<file path="config.mk">
export PLATFORM = sky130hd
export DESIGN_NAME = div_issue
export DESIGN_NICKNAME = d
export VERILOG_FILES = /design/src/rtl/div_issue.sv
export SDC_FILE = /design/constraint.sdc
export NUM_CORES = 1
export LEC_CHECK = 0
export CAP_MARGIN = 25
export CELL_PAD_IN_SITES_DETAIL_PLACEMENT = 1
export CELL_PAD_IN_SITES_GLOBAL_PLACEMENT = 1
export CORE_ASPECT_RATIO = 0.7
export CORE_MARGIN = 10
export CORE_UTILIZATION = 28
export CTS_CLUSTER_SIZE = 8
export DETAILED_ROUTE_END_ITERATION = 8
export PLACE_DENSITY = 0.75
export SYNTH_ARGS = -nofsm -noshare
export SYNTH_HDL_FRONTEND = slang
export SYNTH_SLANG_ARGS = --single-unit
</file>
<file path="constraint.sdc">
create_clock -name clk -period 1.24 [get_ports clk]
set_clock_uncertainty 0.1 [all_clocks]
set_input_delay 0.248 -clock clk [delete_from_list [all_inputs] [get_ports clk]]
set_output_delay 0.248 -clock clk [all_outputs]
set_load 0.005 [all_outputs]
</file>
<file path="src/rtl/div_issue.sv">
// Division issue controller: latches operands, handshakes with the 32-bit
// multicycle divider, stalls the pipeline and emits a one-cycle HI/LO write.
module div_issue (
  input  logic        clk,
  input  logic        rst,
  input  logic        div_req_i,
  input  logic        div_signed_i,
  input  logic [31:0] reg1_i,
  input  logic [31:0] reg2_i,
  input  logic        flush_i,
  input  logic [63:0] div_result_i,
  input  logic        div_ready_i,
  output logic        div_start_o,
  output logic        div_annul_o,
  output logic        div_signed_o,
  output logic [31:0] div_opdata1_o,
  output logic [31:0] div_opdata2_o,
  output logic        stallreq_o,
  output logic        whilo_o,
  output logic [31:0] hi_o,
  output logic [31:0] lo_o
);

  typedef enum logic [1:0] {
    IDLE = 2'd0,
    BUSY = 2'd1,
    DONE = 2'd2
  } state_t;

  state_t      state_r;
  logic        sign_r;
  logic [31:0] op1_r;
  logic [31:0] op2_r;
  logic        whilo_r;
  logic [31:0] hi_r;
  logic [31:0] lo_r;

  // Control FSM: operand latch on acceptance, result capture on divider ready
  always_ff @(posedge clk) begin
    if (rst) begin
      state_r <= IDLE;
      sign_r  <= 1'b0;
      op1_r   <= 32'd0;
      op2_r   <= 32'd0;
      whilo_r <= 1'b0;
      hi_r    <= 32'd0;
      lo_r    <= 32'd0;
    end else begin
      whilo_r <= 1'b0;
      case (state_r)
        IDLE: begin
          // Operands only move here, so the divider sees them stable for its whole run
          if (div_req_i && !flush_i) begin
            sign_r  <= div_signed_i;
            op1_r   <= reg1_i;
            op2_r   <= reg2_i;
            state_r <= BUSY;
          end else begin
            state_r <= IDLE;
          end
        end
        BUSY: begin
          if (flush_i) begin
            state_r <= IDLE;
          end else if (div_ready_i) begin
            hi_r    <= div_result_i[63:32];
            lo_r    <= div_result_i[31:0];
            whilo_r <= 1'b1;
            state_r <= DONE;
          end else begin
            state_r <= BUSY;
          end
        end
        DONE: begin
          state_r <= IDLE;
        end
        default: begin
          state_r <= IDLE;
        end
      endcase
    end
  end

  // Divider handshake and stall request decoded from the current state
  always_comb begin
    div_start_o = 1'b0;
    div_annul_o = 1'b0;
    stallreq_o  = 1'b0;
    case (state_r)
      IDLE: begin
        stallreq_o = div_req_i && !flush_i;
      end
      BUSY: begin
        div_start_o = !flush_i;
        div_annul_o = flush_i;
        stallreq_o  = !flush_i;
      end
      DONE: begin
        // Stall drops here so the instruction retires alongside the HI/LO write
        stallreq_o = 1'b0;
      end
      default: begin
        stallreq_o = 1'b0;
      end
    endcase
  end

  assign div_signed_o  = sign_r;
  assign div_opdata1_o = op1_r;
  assign div_opdata2_o = op2_r;
  assign whilo_o       = whilo_r;
  assign hi_o          = hi_r;
  assign lo_o          = lo_r;

endmodule

</file>
==> metrics.txt, run 1 <==
Post-Synth Adder-Cell Area 0; relative slew slack 0.772; Power Density 1080 nW/um^2; Max-Cap Viols 0; num ports 267; syn_area_per_cell 10.3 sq um; clock root buffer master clkbuf_16; Worst Hold Slack 0.103 ns; WP buf/inv 1; sequential area share after synthesis 0.449; R2R depth 6; Max Transition Viols Final 0; Initial Util 0.284; pin count of the biggest net entering global routing 83; mux share of post-synthesis cell area 0.219; Skew-Pair Late Insertion Delay 0.42 ns; register area 2810 sq um; vias per inst 4.29; WL/cell 18.6 um; initial antenna violation count 0; Placement Rows 44; first-pass GRT wire length 31.7 mm; Starting DRT DRC Count 146; Synth Warn # 0; ant diodes 0; min-delay worst type input pin to flop; DIE WIDTH 193 um; CP startpoint kind flop; Final HPWL DP 14.9 mm; nets@finish 1,021; grt total ovfl 0; R2R Path End lo_o[8]; vias in the first global route 5,230; Synth-to-Final Area Change 78.1%; Vias 5,037; cell area after synthesis 5880 sq um; WL final 21.8 mm; Reg2Reg Launch Point state_r[1]; min cycle time layout 1.68 ns; cell family with most CP delay simple AND/OR/NAND/NOR gates; Fillers 2,212; post-route non-filler standard cell count 1,174; Sink Count 132; clock transition at the registers of the reported paths 0.05 ns; Arr. time, crit path 1.34 ns; violated checks negative setup slack; die height 141 um; Clock Tree Buf Depth 2; critical path class flop to primary output; reg2reg setup slack -0.40 ns; hold path endpoint hi_o[8]; Final period util 1.36; CP Capture Type primary output; largest family of logic cells by synthesized area simple AND/OR/NAND/NOR gates; max frequency 0.593 GHz; Mapped Cells 573; share of layout cells above drive strength 1 0.413; global-route usage over all layers 0.149; Placement Setup Slack -0.813 ns; complex-gate fraction of the synthesized area 0.00170; Placed Instances 1,096; routability cong. 0.695; CORE AREA 20,700 sq um; hold depth 3; final hold vios 0; TritonCTS buffer count 17; H-tree depth 4; Hold Startpoint rst; Synth Area in Simple Gates 0.287; Port Buffers 266; die area 27,300 sq um; WP data required 0.89 ns; DR pass1 iterations 4; unrepaired setup endpoints after global routing yes; drc violations 0; worst slew pin tran 0.337 ns; commonest non-fill, non-tap cell in the layout nand2b_1; CP max stage cell dfxtp_4; CTS tree done; footprint of the multi-input gates 3030 sq um; status finished with violations; Worst Setup Slack, final -0.445 ns; final setup vio count 135; critical path peak fanout 3; Distinct cells, synth 16; ANT nets after route 0; critical path, cell by cell nor4b_4, or2_1, buf_2; slowest stage delay, CP 0.36 ns; XOR/XNOR share of the synthesized area 0; commonest cells after routing, fill and taps aside nand2b_1, clkdlybuf4s50_1, dfxtp_2; syn nets 707; Worst VDD drop 0.000780 V; Leak 4.15 nW; Seq cells post-synth 132
## routing by layer
metal	track usage	part of all wire	up-vias
met4	0.0529	0.012	0
li1	-	-	2468
met3	0.0589	0.069	19
met2	0.234	0.47	140
met5	0	0	-
met1	0.180	0.45	2410
## cell families (layout without fill, tap and decap cells)
kind of cell,after synthesis,after routing
AO/OA/AOI/OAI,1,1
buffers and inverters,44,369
flip-flops,132,132
multiplexers,129,129
AND/OR/NAND/NOR,267,267
## layout make-up
type / count / area share
repair buffers: 339 / 0.353
multi-input cells: 397 / 0.289
flip-flops and latches: 132 / 0.269
clock buffers: 26 / 0.0477
well taps: 276 / 0.0330
clock inverters: 4 / 0.00908
## worst reg2reg max path, stage by stage (launching register included)
cell	delay, ns
dfxtp_4	0.37
buf_6	0.13
nor4bb_4	0.27
buf_6	0.18
clkbuf_16	0.18
buf_8	0.13
mux2i_1	0.20
## state kept, by name (all words and copies together), names as in the netlist
signal / count
div_opdata2_o: 32
div_opdata1_o: 32
state_r: 2
lo_o: 32
div_signed_o: 1
whilo_o: 1
hi_o: 32
## power by group
| part | total [W] | leakage (nW) | internal, W | switching, W |
|---|---|---|---|---|
| Combinational | 0.00161 | 2.72 | 0.00109 | 0.000529 |
| Sequential | 0.00451 | 1.13 | 0.00441 | 0.000101 |
| Clock | 0.00516 | 0.290 | 0.00335 | 0.00181 |
## worst max-delay path by stage
stage / from / to / slack, ns / cells past startpoint
after floorplan: state_r[1] / hi_o[0] / -0.11 / 5
after global placement: flush_i / stallreq_o / -0.78 / 4
after detailed placement: flush_i / div_opdata2_o[17] / -0.81 / 5
after CTS: state_r[1] / stallreq_o / -0.42 / 3
after global routing: state_r[0] / stallreq_o / -0.52 / 3
final: state_r[0] / stallreq_o / -0.44 / 3
## Yosys cell counts
cell	n	area, sq um
nor2b_1	2	12.5
nor3b_1	1	7.51
nor2_1	1	3.75
buf_2	4	20.0
mux2i_1	129	1290
nor4b_4	1	23.8
nand2_1	1	3.75
nor4bb_1	1	10.0
clkbuf_1	28	105
or2_1	1	6.26
nand2b_1	258	1610
o21ba_1	1	10.0
dfxtp_1	132	2640
buf_4	3	22.5
nor4b_1	1	8.76
buf_6	9	101
## per-stage QoR
| step | cell area (sq um) | TNS [ns] | power [W] | utilization |
|---|---|---|---|---|
| after floorplan | 5920 | -8.92 | 0.00511 | - |
| after global placement | 8930 | -93.45 | 0.00596 | 0.432 |
| after detailed placement | 8930 | -98.76 | 0.00598 | 0.432 |
| after CTS | 9950 | -42.64 | 0.0114 | 0.481 |
| after global routing | 10500 | -48.07 | 0.0118 | 0.506 |
| final | 10500 | -38.64 | 0.0113 | 0.506 |
## what timing repair did
action                                  4_1_cts  5_1_grt
buffers inserted                             20       23
pin swaps                                     4        5
cloned                                        6        4
endpoints found under the setup margin      260      221
resized for setup                           767       71
hold buffers                                  0        0
Power figures use the tool's default switching activity.
==> run 2, diff against run 1 <==
Settings changed: CORE_UTILIZATION 28 to 31, PLACE_DENSITY 0.75 to unset, PLACE_DENSITY_LB_ADDON set to 0.1.
Clock period 1.24 ns to 1.8 ns, I/O delays scaled along.
==> run 2 against run 1 <==
The flow now finishes without violations. Via count down 4.5%. Sequential power down 32%. Clock power down 38%. Die area down 8.5%. Count of clock-buffer cells in the layout down 7. Cell count down 7.1%. Non-clock buffer count down 51. Setup slack better by 0.48 ns. Core utilization up 0.29 points. Critical path type unchanged.
==> metrics.txt, run 2 (synthesized netlist as in run 1, its figures left out) <==
status complete, no violations; Reg2Reg Launch Point state_r[0]; R2R Path End div_opdata2_o[10]; CTS tree done; min cycle time layout 1.77 ns; CP startpoint kind flop; final setup vio count 0; Comb pwr share 0.135; TritonCTS buffer count 17; max frequency 0.567 GHz; vias per inst 4.41; initial antenna violation count 1; Vias 4,809; WL final 19.8 mm; Initial Util 0.314; Final Power 0.00723 W; WP data required 1.34 ns; Placement Setup Slack -0.586 ns; final hold vios 0; CP Capture Type primary output; hold path endpoint state_r[1]; Skew-Pair Late Insertion Delay 0.41 ns; CORE AREA 18,800 sq um; Max-Cap Viols 0; P_sw 0.00179 W; routability cong. 0.773; Port Buffers 266; critical path peak fanout 2; Final period util 0.981; relative slew slack 0.826; nets@finish 970; metal1 wirelength 7.96 mm; ANT nets after route 0; Max Transition Viols Final 0; hold depth 3; Power Density 758 nW/um^2; Placement Rows 42; internal power 0.00545 W; Starting DRT DRC Count 165; grt total ovfl 0; reg2reg setup slack 0.12 ns; ant diodes 0; clock root buffer master clkbuf_16; die area 25,000 sq um; Leak 4.02 nW; WL/cell 18.1 um; min-delay worst type input pin to flop; global-route usage over all layers 0.155; num ports 267; DR pass1 iterations 4; R2R depth 5; Final HPWL DP 14.8 mm; CP max stage cell clkdlybuf4s50_1; slowest stage delay, CP 0.55 ns; commonest non-fill, non-tap cell in the layout nand2b_1; WP buf/inv 1; commonest cells after routing, fill and taps aside nand2b_1, clkdlybuf4s50_1, mux2i_1; routed length on met2 9.55 mm; Hold Startpoint rst; H-tree depth 4; max layer used met4; share of layout cells above drive strength 1 0.0742; vias in the first global route 5,280; Post-CTS Hold Buffers 0; Arr. time, crit path 1.31 ns; Sw Ratio 0.247; Fillers 2,065; Met3 Wirelength 1.96 mm; Synth-to-Final Area Change 62.3%; die height 135 um; drc violations 0; Clock Tree Buf Depth 2; first-pass GRT wire length 30.2 mm; unrepaired setup endpoints after global routing yes; Sequential Power Share 0.425; worst slew pin tran 0.257 ns; critical path class flop to primary output; Clock Power Share 0.440; Worst Setup Slack, final 0.0350 ns; Placed Area 8870 sq um; clock transition at the registers of the reported paths 0.06 ns; Sink Count 132; Worst VDD drop 0.000467 V; TNS Setup 0 ns; DIE WIDTH 185 um; Final Cell Area 9550 sq um; cell family with most CP delay buffers and inverters; critical path, cell by cell clkdlybuf4s50_1; pin count of the biggest net entering global routing 90
run 2: layer usage:
layer / GRT usage / vias up
met5: 0 / -
met4: 0.0464 / 0
met3: 0.0812 / 18
met2: 0.261 / 152
met1: 0.168 / 2263
li1: - / 2376
run 2: power by group through the flow:
stage	Combinational, W	Sequential, W	Clock (W)
5_1_grt	0.00105	0.00309	0.00344
2_1_floorplan	0.000373	0.00314	0
3_5_place_dp	0.000983	0.00314	0
4_1_cts	0.00100	0.00308	0.00330
6_report	0.000975	0.00307	0.00318
3_3_place_gp	0.000960	0.00313	0
run 2: cell type report:
type	count	area [sq um]	share of cell area
Clock buffer	19	433	0.0453
Clock inverter	13	103	0.0107
Multi-Input combinational cell	397	3010	0.315
Sequential cell	132	2650	0.278
Tap cell	242	303	0.0317
Timing Repair Buffer	288	3050	0.319
run 2: timing repair:
item                       4_1_cts  5_1_grt
gates cloned                     1        0
pin swaps                        2        2
setup buffers                    0        1
setup endpoints to repair       60       66
gates resized for setup         16       45
run 2: worst max-delay path by stage:
| stage | from | endpoint | cells after the start |
|---|---|---|---|
| 6_report | div_opdata2_o[26] | div_opdata2_o[26] | 1 |
| 5_1_grt | state_r[0] | stallreq_o | 3 |
| 4_1_cts | state_r[1] | stallreq_o | 3 |
| 3_5_place_dp | flush_i | div_opdata2_o[14] | 5 |
| 3_3_place_gp | flush_i | div_opdata2_o[17] | 5 |
| 2_1_floorplan | flush_i | stallreq_o | 3 |
run 2: stage by stage:
stage	hold WS (ns)	instances	utilization
5_1_grt	0.354	1091	0.509
6_report	0.336	1091	0.509
3_3_place_gp	0.357	1057	0.473
3_5_place_dp	0.366	1057	0.473
2_1_floorplan	0.365	573	-
4_1_cts	0.329	1090	0.504
